$ cat src/rtl/gso_pkg.sv
// Shared Gram-Schmidt definitions: vector-count derivation, angle-calc FSM
// encoding and the slot/angle bit-offset helper used to index the angle bank.
package gso_pkg;

  typedef enum logic [2:0] {
    ST_IDLE  = 3'd0,
    ST_ISSUE = 3'd1,
    ST_WAIT  = 3'd2,
    ST_STORE = 3'd3,
    ST_FIN   = 3'd4
  } gso_state_e;

  function automatic int k_vectors(input int n_dim);
    return n_dim - 1;
  endfunction

  // LSB position of angle idx within slot in a flattened k*k angle bank.
  function automatic int theta_lsb(input int slot, input int idx, input int k, input int aw);
    return (slot * k + idx) * aw;
  endfunction

endpackage

$ cat src/rtl/gso_angle_calc.sv
// Derives the Givens angle set for one vector by chaining CORDIC vectoring
// operations, storing the angles into a selectable slot of a persistent bank.
module gso_angle_calc
  import gso_pkg::*;
#(
  parameter int DATA_WIDTH  = 16,
  parameter int ANGLE_WIDTH = 16,
  parameter int N_DIM       = 7
) (
  input  logic                                             clk,
  input  logic                                             rst_n,
  input  logic                                             en,
  input  logic [2:0]                                       j_in,
  input  logic [DATA_WIDTH*N_DIM-1:0]                      w_in_flat,
  output logic [ANGLE_WIDTH*(N_DIM-1)*(N_DIM-1)-1:0]       thetas_out_flat,
  output logic signed [DATA_WIDTH-1:0]                     norm_out,
  output logic                                             busy,
  output logic                                             done,
  output logic                                             err,
  output logic                                             cordic_vec_en,
  output logic signed [DATA_WIDTH-1:0]                     cordic_vec_xin,
  output logic signed [DATA_WIDTH-1:0]                     cordic_vec_yin,
  output logic                                             cordic_vec_angle_calc_en,
  input  logic                                             cordic_vec_opvld,
  input  logic signed [DATA_WIDTH-1:0]                     cordic_vec_xout,
  input  logic signed [ANGLE_WIDTH-1:0]                    vec_angle_out
);

  localparam int K_VECTORS = k_vectors(N_DIM);
  localparam int IDX_W     = (K_VECTORS > 1) ? $clog2(K_VECTORS) : 1;
  localparam int BANK_W    = ANGLE_WIDTH * K_VECTORS * K_VECTORS;
  localparam logic [IDX_W-1:0] LAST_IDX = IDX_W'(K_VECTORS - 1);

  gso_state_e                    r_state;
  logic [DATA_WIDTH*N_DIM-1:0]   r_w;
  logic [2:0]                    r_j;
  logic [IDX_W-1:0]              r_idx;
  logic signed [DATA_WIDTH-1:0]  r_acc;
  logic signed [DATA_WIDTH-1:0]  r_norm;
  logic signed [DATA_WIDTH-1:0]  r_xin;
  logic signed [DATA_WIDTH-1:0]  r_yin;
  logic signed [DATA_WIDTH-1:0]  r_mag_cap;
  logic signed [ANGLE_WIDTH-1:0] r_ang_cap;
  logic [BANK_W-1:0]             r_bank;
  logic                          r_busy;
  logic                          r_done;
  logic                          r_err;
  logic                          r_vec_en;

  logic                          w_j_ok;
  logic signed [DATA_WIDTH-1:0]  w_y_next;

  assign w_j_ok = (int'(j_in) < K_VECTORS);

  // Next y operand: element idx+2 of the latched vector (used when leaving STORE).
  always_comb begin
    // NOTE: default assignment first so every path drives w_y_next and no latch is inferred.
    w_y_next = '0;
    for (int e = 0; e < N_DIM; e++) begin
      if (e == int'(r_idx) + 2) w_y_next = r_w[e*DATA_WIDTH +: DATA_WIDTH];
    end
  end

  always_ff @(posedge clk) begin
    if (!rst_n) begin
      // NOTE: the angle bank is cleared on reset because downstream consumers read it directly.
      r_state   <= ST_IDLE;
      r_w       <= '0;
      r_j       <= '0;
      r_idx     <= '0;
      r_acc     <= '0;
      r_norm    <= '0;
      r_xin     <= '0;
      r_yin     <= '0;
      r_mag_cap <= '0;
      r_ang_cap <= '0;
      r_bank    <= '0;
      r_busy    <= 1'b0;
      r_done    <= 1'b0;
      r_err     <= 1'b0;
      r_vec_en  <= 1'b0;
    end else begin
      // NOTE: non-blocking assignments so every register samples pre-edge values.
      r_done   <= 1'b0;
      r_err    <= 1'b0;
      r_vec_en <= 1'b0;

      case (r_state)
        ST_IDLE: begin
          if (en) begin
            if (w_j_ok) begin
              r_w      <= w_in_flat;
              r_j      <= j_in;
              r_idx    <= '0;
              r_acc    <= w_in_flat[0 +: DATA_WIDTH];
              r_xin    <= w_in_flat[0 +: DATA_WIDTH];
              r_yin    <= w_in_flat[DATA_WIDTH +: DATA_WIDTH];
              r_vec_en <= 1'b1;
              r_busy   <= 1'b1;
              r_state  <= ST_ISSUE;
            end else begin
              r_done <= 1'b1;
              r_err  <= 1'b1;
            end
          end
        end

        ST_ISSUE: r_state <= ST_WAIT;

        // Results are captured here so the CORDIC may drop opvld immediately.
        ST_WAIT: begin
          if (cordic_vec_opvld) begin
            r_ang_cap <= vec_angle_out;
            r_mag_cap <= cordic_vec_xout;
            r_state   <= ST_STORE;
          end
        end

        ST_STORE: begin
          r_bank[theta_lsb(int'(r_j), int'(r_idx), K_VECTORS, ANGLE_WIDTH) +: ANGLE_WIDTH] <= r_ang_cap;
          r_acc <= r_mag_cap;
          if (r_idx == LAST_IDX) begin
            r_state <= ST_FIN;
          end else begin
            r_idx    <= r_idx + 1'b1;
            r_xin    <= r_mag_cap;
            r_yin    <= w_y_next;
            r_vec_en <= 1'b1;
            r_state  <= ST_ISSUE;
          end
        end

        ST_FIN: begin
          r_norm  <= r_acc;
          r_done  <= 1'b1;
          r_busy  <= 1'b0;
          r_state <= ST_IDLE;
        end

        default: r_state <= ST_IDLE;
      endcase
    end
  end

  assign thetas_out_flat          = r_bank;
  assign norm_out                 = r_norm;
  assign busy                     = r_busy;
  assign done                     = r_done;
  assign err                      = r_err;
  assign cordic_vec_en            = r_vec_en;
  assign cordic_vec_angle_calc_en = r_vec_en;
  assign cordic_vec_xin           = r_xin;
  assign cordic_vec_yin           = r_yin;

endmodule

$ cat config.mk
export PLATFORM = sky130hd
export DESIGN_NAME = gso_angle_calc
export DESIGN_NICKNAME = d
export VERILOG_FILES = /design/src/rtl/gso_pkg.sv /design/src/rtl/gso_angle_calc.sv
export SDC_FILE = /design/constraint.sdc
export NUM_CORES = 1
export LEC_CHECK = 0
export CAP_MARGIN = 20
export CORE_AREA = 2 2 305 307
export DETAILED_ROUTE_END_ITERATION = 16
export DIE_AREA = 0 0 307 309
export GPL_TIMING_DRIVEN = 0
export PLACE_DENSITY = 0.71
export SKIP_CTS_REPAIR_TIMING = 1
export SLEW_MARGIN = 20
export SYNTH_ARGS = -nofsm -noshare
export SYNTH_HDL_FRONTEND = slang
export SYNTH_SLANG_ARGS = --single-unit
$ cat constraint.sdc
create_clock -name clk -period 4.8 [get_ports clk]
set_input_delay 0.96 -clock clk [delete_from_list [all_inputs] [get_ports clk]]
set_output_delay 0.96 -clock clk [all_outputs]
set_load 0.02 [all_outputs]
==> metrics.log, run 1 <==
INFO  metric drc = 0
INFO  metric crit_start = r_j[0]$_SDFFE_PN0P_
INFO  metric pwr_density_cell = 341 nW/µm²
INFO  metric dr_total_vias = 32.0k
INFO  metric criticalPathCategory = reg2reg
INFO  metric timing.fmax = 0.216 GHz
INFO  metric synth_nets = 3938
INFO  metric total_leakage_power = 17.1 nW
INFO  metric gp_congestion = 0.937
INFO  metric min_path_cells = 2
INFO  metric r2r_end = thetas_out_flat[418]$_SDFFE_PN0P_
INFO  metric layout_commonest_cell = sky130_fd_sc_hd__nand2_1
INFO  metric worst_setup_path_start_kind = register
INFO  metric power.ir.vdd_worst = 0.224 mV
INFO  metric syn_inst = 3773
INFO  metric synth-seq-cells = 797
INFO  metric layout-area-overhead-vs-synth = 38.2%
INFO  metric insertion_delay = 0.64 ns
INFO  metric hold_start = thetas_out_flat[209]$_SDFFE_PN0P_
INFO  metric swShare = 27.3%
INFO  metric power.combinational.fraction = 10.6%
INFO  metric grt_first_pass_wirelength = 221000 µm
INFO  metric io-pin-count = 780
INFO  metric slew_headroom = 18.9%
INFO  metric post_route_cells_drive_above_1_share = 6.25%
INFO  metric share_of_the_core_filled_with_cells_in_the_final_layout = 48.9%
INFO  metric yosysSeqAreaShare = 49.4%
INFO  metric critPathCaptureType = register
INFO  metric initial_antenna_violation_count = 17
INFO  metric total_cts_buffers = 85
INFO  metric final-hold-violation-count = 0
INFO  metric design.final.nets = 4808
INFO  metric maxCapViolations = 0
INFO  metric die-area = 94900 µm²
INFO  metric yosysTopAreaCell = sky130_fd_sc_hd__dfxtp_1
INFO  metric postPlaceCellArea = 41700 µm²
INFO  metric timing.final.crit_period = 4.64 ns
INFO  metric postLayoutCellArea = 44700 µm²
INFO  metric setup_viol = 0
INFO  metric synth_ff_type = sky130_fd_sc_hd__dfxtp_1
INFO  metric slew_viol_final = 0
INFO  metric worst_reg2reg_path_startpoint = r_j[0]$_SDFFE_PN0P_
INFO  metric drtPass1Iterations = 6
INFO  metric most-common-layout-cells = sky130_fd_sc_hd__nand2_1 (1182), sky130_fd_sc_hd__dfxtp_1 (796), sky130_fd_sc_hd__clkdlybuf4s50_1 (778)
INFO  metric worst_hold_margin = 0.448 ns
INFO  metric via_per_inst = 5.43
INFO  metric part_of_the_total_power_dissipated_in_the_clock_network = 44.5%
INFO  metric cts_root_buffer = sky130_fd_sc_hd__clkbuf_16
INFO  metric min_period_over_period = 96.6%
INFO  metric grt_max_degree = 15
INFO  metric clkTransAtPathRegs = 0.06 ns
INFO  metric cell_internal_pwr = 11.1 mW
INFO  metric net-switching-power = 4.16 mW
INFO  metric pre_cts_slack = -0.616 ns
INFO  metric vias_in_the_first_global_route = 30.6k
INFO  metric clock_tree.htree_level_count = 3
INFO  metric result_of_the_run = complete, no violations
INFO  metric setup-tns-final = 0 ns
INFO  metric fp.coreArea = 91400 µm²
INFO  metric netlist-cell-type-count = 66
INFO  metric rsz_0062_raised_after_global_routing = false
INFO  metric globalRouteOverflowTotal = 0
INFO  metric timing.clock.skew = 0.0316 ns
INFO  metric holdCritPathClass = reg2reg
INFO  metric regToRegSetupSlack = 0.16 ns
INFO  metric synth_top_area_share = 49.4%
INFO  metric synthTopCellsByArea = sky130_fd_sc_hd__dfxtp_1 (49%), sky130_fd_sc_hd__mux2i_1 (14%), sky130_fd_sc_hd__nand2_1 (14%)
INFO  metric tritoncts = yes
INFO  metric arrival = 5.21 ns
INFO  metric ant_nets = 0
INFO  metric io_buffers = 778
INFO  metric min_to = thetas_out_flat[209]$_SDFFE_PN0P_
INFO  metric synth_enable_flop_cells = 0
INFO  metric yosys_warnings = 0
INFO  metric worst_slack = 0.162 ns
INFO  metric depth_of_the_worst_register_to_register_path = 11
INFO  metric worstPathRequired = 5.37 ns
INFO  metric synthesis.area_per_instance = 8.57 µm²
INFO  metric max-clock-path-buffers = 3
INFO  metric hpwl = 122000 µm
INFO  metric core.rowCount = 111
INFO  metric mappedNetlistArea = 32300 µm²
INFO  metric die_width = 307 µm
INFO  metric avgRoutedWirePerCell = 27.1 µm
INFO  metric tritoncts_num_sinks = 797
INFO  metric asyncSetResetFlopFracSynth = 0%
INFO  metric max_slew.worst_pin.slew = 1.22 ns
INFO  metric crit_fanout = 10
INFO  metric die_y = 309 µm
INFO  metric drt-total-wl = 160000 µm
INFO  metric drt_iter0_markers = 2954
INFO  metric power.share.sequential = 45.0%
INFO  metric effective_utilization_at_floorplan = 35.4%
INFO  metric grt_use_total = 32.3%
[Yosys cell counts (3+ instances only)]
library cell                count
sky130_fd_sc_hd__a211o_1       18
sky130_fd_sc_hd__a211oi_1       3
sky130_fd_sc_hd__a21o_1         9
sky130_fd_sc_hd__a21oi_1      341
sky130_fd_sc_hd__a221oi_1      17
sky130_fd_sc_hd__a311oi_1      16
sky130_fd_sc_hd__a31oi_1       31
sky130_fd_sc_hd__and2_1        28
sky130_fd_sc_hd__and3_1         9
sky130_fd_sc_hd__buf_1         13
sky130_fd_sc_hd__buf_2         31
sky130_fd_sc_hd__buf_4         16
sky130_fd_sc_hd__buf_6          4
sky130_fd_sc_hd__clkbuf_1     271
sky130_fd_sc_hd__dfxtp_1      797
sky130_fd_sc_hd__ha_1          12
sky130_fd_sc_hd__inv_1         27
sky130_fd_sc_hd__mux2i_1      451
sky130_fd_sc_hd__nand2_1     1182
sky130_fd_sc_hd__nand2b_1      24
sky130_fd_sc_hd__nand3_1      161
sky130_fd_sc_hd__nand4_1       65
sky130_fd_sc_hd__nor2_1        55
sky130_fd_sc_hd__nor2b_1       19
sky130_fd_sc_hd__nor3_1        14
sky130_fd_sc_hd__nor3_2         6
sky130_fd_sc_hd__nor4_2         4
sky130_fd_sc_hd__o2111ai_1     11
sky130_fd_sc_hd__o211ai_1      14
sky130_fd_sc_hd__o21ai_0       38
sky130_fd_sc_hd__o21ai_2       22
sky130_fd_sc_hd__o221ai_1      15
sky130_fd_sc_hd__xnor2_1        4
sky130_fd_sc_hd__xor2_1         3
[logic make-up (layout without fill, tap and decap cells)]
| group | Yosys count | count (layout) | share of synthesized area, % |
|---|---|---|---|
| simple gates | 1583 | 1583 | 20.7 |
| flops | 797 | 797 | 49.4 |
| compound gates | 557 | 557 | 10.5 |
| mux | 451 | 451 | 14.0 |
| buf+inv | 362 | 1296 | 4.60 |
| fa+ha+maj | 14 | 14 | 0.588 |
| xor+xnor | 9 | 9 | 0.290 |
| other cells | 0 | 4 | 0 |
[sequential cells by signal, indices dropped and copies added, names as in the netlist]
register                  cells
cordic_vec_angle_calc_en      1
r_ang_cap                    16
r_acc                        16
r_idx                         3
thetas_out_flat             576
norm_out                     16
cordic_vec_yin               16
done                          1
cordic_vec_xin               16
r_w                         112
err                           1
r_state                       3
busy                          1
r_mag_cap                    16
r_j                           3
[how the worst max path moves through the flow]
stage	to	slack, ns
global placement	thetas_out_flat[242]$_SDFFE_PN0P_	-0.61
global route	thetas_out_flat[59]$_SDFFE_PN0P_	0.07
detailed placement	thetas_out_flat[241]$_SDFFE_PN0P_	-0.62
finish	thetas_out_flat[418]$_SDFFE_PN0P_	0.16
floorplan	thetas_out_flat[63]$_SDFFE_PN0P_	0.79
CTS	thetas_out_flat[253]$_SDFFE_PN0P_	-0.64
[power by group through the flow]
stage / combinational (mW) / clock, mW / sequential [mW]
3_5_place_dp: 1.55 / 0 / 6.98
2_1_floorplan: 0.764 / 0 / 6.98
6_report: 1.61 / 6.77 / 6.84
3_3_place_gp: 1.53 / 0 / 6.98
5_1_grt: 1.69 / 7.08 / 6.85
4_1_cts: 1.56 / 6.80 / 6.84
[metrics by stage]
step,instances,total power [mW]
global placement,5737,8.52
global route,5895,15.6
CTS,5890,15.2
detailed placement,5739,8.53
finish,5897,15.2
floorplan,3773,7.75
[worst max-delay path, stage by stage, from the launching register on]
cell and delay, ns:
sky130_fd_sc_hd__dfxtp_1 0.49, sky130_fd_sc_hd__ha_1 0.25, sky130_fd_sc_hd__inv_1 0.06, sky130_fd_sc_hd__fa_2 0.64
sky130_fd_sc_hd__xor2_4 0.14, sky130_fd_sc_hd__xnor2_2 0.44, sky130_fd_sc_hd__clkbuf_1 0.60, sky130_fd_sc_hd__clkbuf_1 0.63
sky130_fd_sc_hd__nand2_1 0.21, sky130_fd_sc_hd__nor4_1 0.64, sky130_fd_sc_hd__o21ai_0 0.30, sky130_fd_sc_hd__mux2i_1 0.18
[area by class of cell]
class / instances / area [µm²]
antenna: 4 / 10.0
buffer: 335 / 1430
clock buffer: 119 / 2490
clock inverter: 32 / 354
fill: 8832 / 46700
inverter: 27 / 101
multi-input combinational: 2614 / 15000
sequential: 797 / 16000
tap: 1186 / 1480
timing repair buffer: 783 / 7880
[per-layer routing]
layer,wire [µm],up-vias,share of wire [%],GRT usage [%]
li1,-,14500,-,-
met1,61300,15400,38,38.0
met2,73200,1728,46,52.8
met3,16800,393,11,10.7
met4,8570,20,5.4,15.8
met5,137,-,0.086,0
(Power assumes the default switching activity.)
==> inputs of run 2 (changes only) <==
Settings changed: REMOVE_ABC_BUFFERS set to 1.
==> run 2 against run 1 <==
Maximum frequency increased by 1.5%. Die area unchanged. Combinational power about the same. Power increased by 2.6%. Via count decreased by 6.8%. Critical endpoint is now thetas_out_flat[225]$_SDFFE_PN0P_. Largest power group is now the clock network.
==> metrics.log, run 2 (synthesis results as in run 1) <==
INFO  metric io_buffers = 779 (+0.13%)
INFO  metric min_period_over_period = 95.2% (-1.5 points)
INFO  metric critical_path.slowest_cell = sky130_fd_sc_hd__fa_1
INFO  metric rsz_0062_raised_after_global_routing = true
INFO  metric max-clock-path-buffers = 3 (unchanged)
INFO  metric arrival = 5.08 ns (-0.13 ns)
INFO  metric design.final.nets = 4568 (-5.0%)
INFO  metric clkTransAtPathRegs = 0.06 ns (about the same)
INFO  metric result_of_the_run = complete, no violations
INFO  metric layout-area-overhead-vs-synth = 40.9%
INFO  metric core.rowCount = 111 (unchanged)
INFO  metric grt_first_pass_wirelength = 189000 µm (-14%)
INFO  metric most-common-layout-cells = sky130_fd_sc_hd__nand2_1 (1181), sky130_fd_sc_hd__dfxtp_1 (781), sky130_fd_sc_hd__clkdlybuf4s50_1 (778)
INFO  metric dr_total_vias = 29.9k (-6.8%)
INFO  metric timing.fmax = 0.219 GHz (+1.5%)
INFO  metric area.sequential = 16000 µm² (+0.23%)
INFO  metric nFillCells = 8376 (-5.2%)
INFO  metric die_y = 309 µm (unchanged)
INFO  metric critical-path-max-stage-delay = 0.64 ns (about the same)
INFO  metric maxCapViolations = 0 (unchanged)
INFO  metric path_delay_family = simple AND/OR/NAND/NOR gates
INFO  metric drtPass1Iterations = 6 (unchanged)
INFO  metric slew_headroom = 19.5% (+0.59 points)
INFO  metric insertion_delay = 0.69 ns (+0.05 ns)
INFO  metric slew_viol_final = 0 (unchanged)
INFO  metric ant_nets = 0 (unchanged)
INFO  metric clock_tree.htree_level_count = 3 (unchanged)
INFO  metric crit_fanout = 16 (+6)
INFO  metric avgRoutedWirePerCell = 23.2 µm (-15%)
INFO  metric power.ir.vdd_worst = 0.256 mV (+14%)
INFO  metric die-area = 94900 µm² (unchanged)
INFO  metric setup_viol = 0 (unchanged)
INFO  metric drt-total-wl = 131000 µm (-18%)
INFO  metric layout_commonest_cell = sky130_fd_sc_hd__nand2_1
INFO  metric largest_reg_flops = 576 (unchanged)
INFO  metric total_cts_buffers = 88 (+3.5%)
INFO  metric timing.final.crit_period = 4.57 ns (-0.0700 ns)
INFO  metric io-pin-count = 780 (unchanged)
INFO  metric path_buf_inv = 1 (-2)
INFO  metric drc = 0 (unchanged)
INFO  metric final-hold-violation-count = 0 (unchanged)
INFO  metric pwr_density_cell = 343 nW/µm² (+0.67%)
INFO  metric cts_root_buffer = sky130_fd_sc_hd__clkbuf_16
INFO  metric globalRouteOverflowTotal = 0 (unchanged)
INFO  metric gp_congestion = 0.844 (-9.9%)
INFO  metric effective_utilization_at_floorplan = 35.4% (unchanged)
INFO  metric final_cell_count_no_fill = 5667 (-3.9%)
INFO  metric grt_max_degree = 134 (+119)
INFO  metric critPathCaptureType = register
INFO  metric die_width = 307 µm (unchanged)
INFO  metric tritoncts = yes
INFO  metric max_slew.worst_pin.slew = 1.20 ns (-0.0118 ns)
INFO  metric worst_setup_path_start_kind = register
INFO  metric post_route_cells_drive_above_1_share = 8.04% (+1.8 points)
INFO  metric via_per_inst = 5.27 (-3.0%)
INFO  metric fp.coreArea = 91400 µm² (unchanged)
INFO  metric grt_use_total = 26.5% (-5.8 points)
INFO  metric critical_path.cell_chain = ha_1, inv_1, fa_1, xor2_2, nand3_1, nor3_1, ha_1, nor3b_4, nand2_1, nor3_1, o21ai_4, mux2i_1
INFO  metric holdCritPathClass = reg2reg
INFO  metric hpwl = 89800 µm (-26%)
INFO  metric multiInputGateArea = 15500 µm² (+3.4%)
INFO  metric vias_in_the_first_global_route = 28.3k (-7.6%)
INFO  metric tritoncts_num_sinks = 797 (unchanged)
INFO  metric total_leakage_power = 17.3 nW (+1.5%)
INFO  metric worst_hold_margin = 0.450 ns (+0.00187 ns)
INFO  metric place.detailed.instances = 5479 (-4.5%)
INFO  metric drt_iter0_markers = 2401 (-19%)
INFO  metric initial_antenna_violation_count = 12 (-5)
INFO  metric worstPathRequired = 5.31 ns (-0.06 ns)
INFO  metric timing.clock.skew = 0.0400 ns (+0.00835 ns)
INFO  metric criticalPathCategory = reg2reg
## run 2: changes by cell type in the layout (fill, tap and decap cells not counted), moves of 9 or more
| cell | delta |
|---|---|
| sky130_fd_sc_hd__clkbuf_1 | -236 |
| sky130_fd_sc_hd__clkbuf_2 | -36 |
| sky130_fd_sc_hd__buf_2 | -30 |
| sky130_fd_sc_hd__buf_16 | +22 |
| sky130_fd_sc_hd__o21ai_2 | -20 |
| sky130_fd_sc_hd__o21ai_4 | +20 |
| sky130_fd_sc_hd__buf_12 | +19 |
| sky130_fd_sc_hd__dfxtp_1 | -15 |
| sky130_fd_sc_hd__buf_1 | -13 |
| sky130_fd_sc_hd__buf_8 | +13 |
| sky130_fd_sc_hd__buf_6 | +11 |
| sky130_fd_sc_hd__a21oi_4 | +10 |
| sky130_fd_sc_hd__nor2_1 | -9 |
## run 2: worst paths after layout
kind,from,slack (ns),cells past startpoint,endpoint
worst max-delay path,r_j[1]$_SDFFE_PN0P_,0.23,12,thetas_out_flat[225]$_SDFFE_PN0P_
worst min-delay path,r_acc[13]$_SDFFE_PN0P_,0.45,2,norm_out[13]$_SDFFE_PN0P_
worst max register to register,r_j[1]$_SDFFE_PN0P_,0.23,12,thetas_out_flat[225]$_SDFFE_PN0P_
worst min register to register,r_acc[13]$_SDFFE_PN0P_,0.45,2,norm_out[13]$_SDFFE_PN0P_
## run 2: stage by stage
step	setup TNS (ns)	setup WS, ns	util [%]	instance area (µm²)	power (mW)
after global routing	-0.0956	-0.0410	49.8	45500	16.1
after CTS	-128.92	-1.10	49.5	45200	15.7
final	0	0.232	49.9	45600	15.6
after floorplan	-1153.49	-4.24	-	30900	7.63
after detailed placement	-131.75	-1.08	46.1	42200	8.59
after global placement	-	-54.11	44.0	40200	8.33
## run 2: tightest hold or removal path, stage by stage (launching register included)
cell and delay [ns]:
sky130_fd_sc_hd__dfxtp_1 0.30, sky130_fd_sc_hd__nand2_1 0.05, sky130_fd_sc_hd__a21oi_1 0.05
## run 2: where the power goes
| group | total, mW | leakage, nW | switching, mW | internal [mW] |
|---|---|---|---|---|
| Sequential | 6.87 | 6.45 | 0.129 | 6.74 |
| Clock | 7.14 | 1.52 | 2.96 | 4.18 |
| Combinational | 1.61 | 9.36 | 1.09 | 0.522 |
| Total | 15.6 | 17.3 | 4.18 | 11.4 |
## run 2: cell type report
cell class | count | share of cell area, %
flip-flops and latches | 797 | 35.1
multi-input cells | 2614 | 34.0
repair buffers | 875 | 20.6
clock buffers | 122 | 5.60
well taps | 1186 | 3.26
clock inverters | 42 | 1.15
inverters | 27 | 0.239
diodes | 4 | 0.0220
## run 2: metal layers
layer / vias to the layer above / wire (µm) / GRT usage [%]
met3: 235 / 10800 / 6.96
li1: 14000 / - / -
met1: 14400 / 51900 / 31.6
met2: 1225 / 62600 / 44.5
met5: - / 37 / 0
met4: 6 / 6010 / 12.4
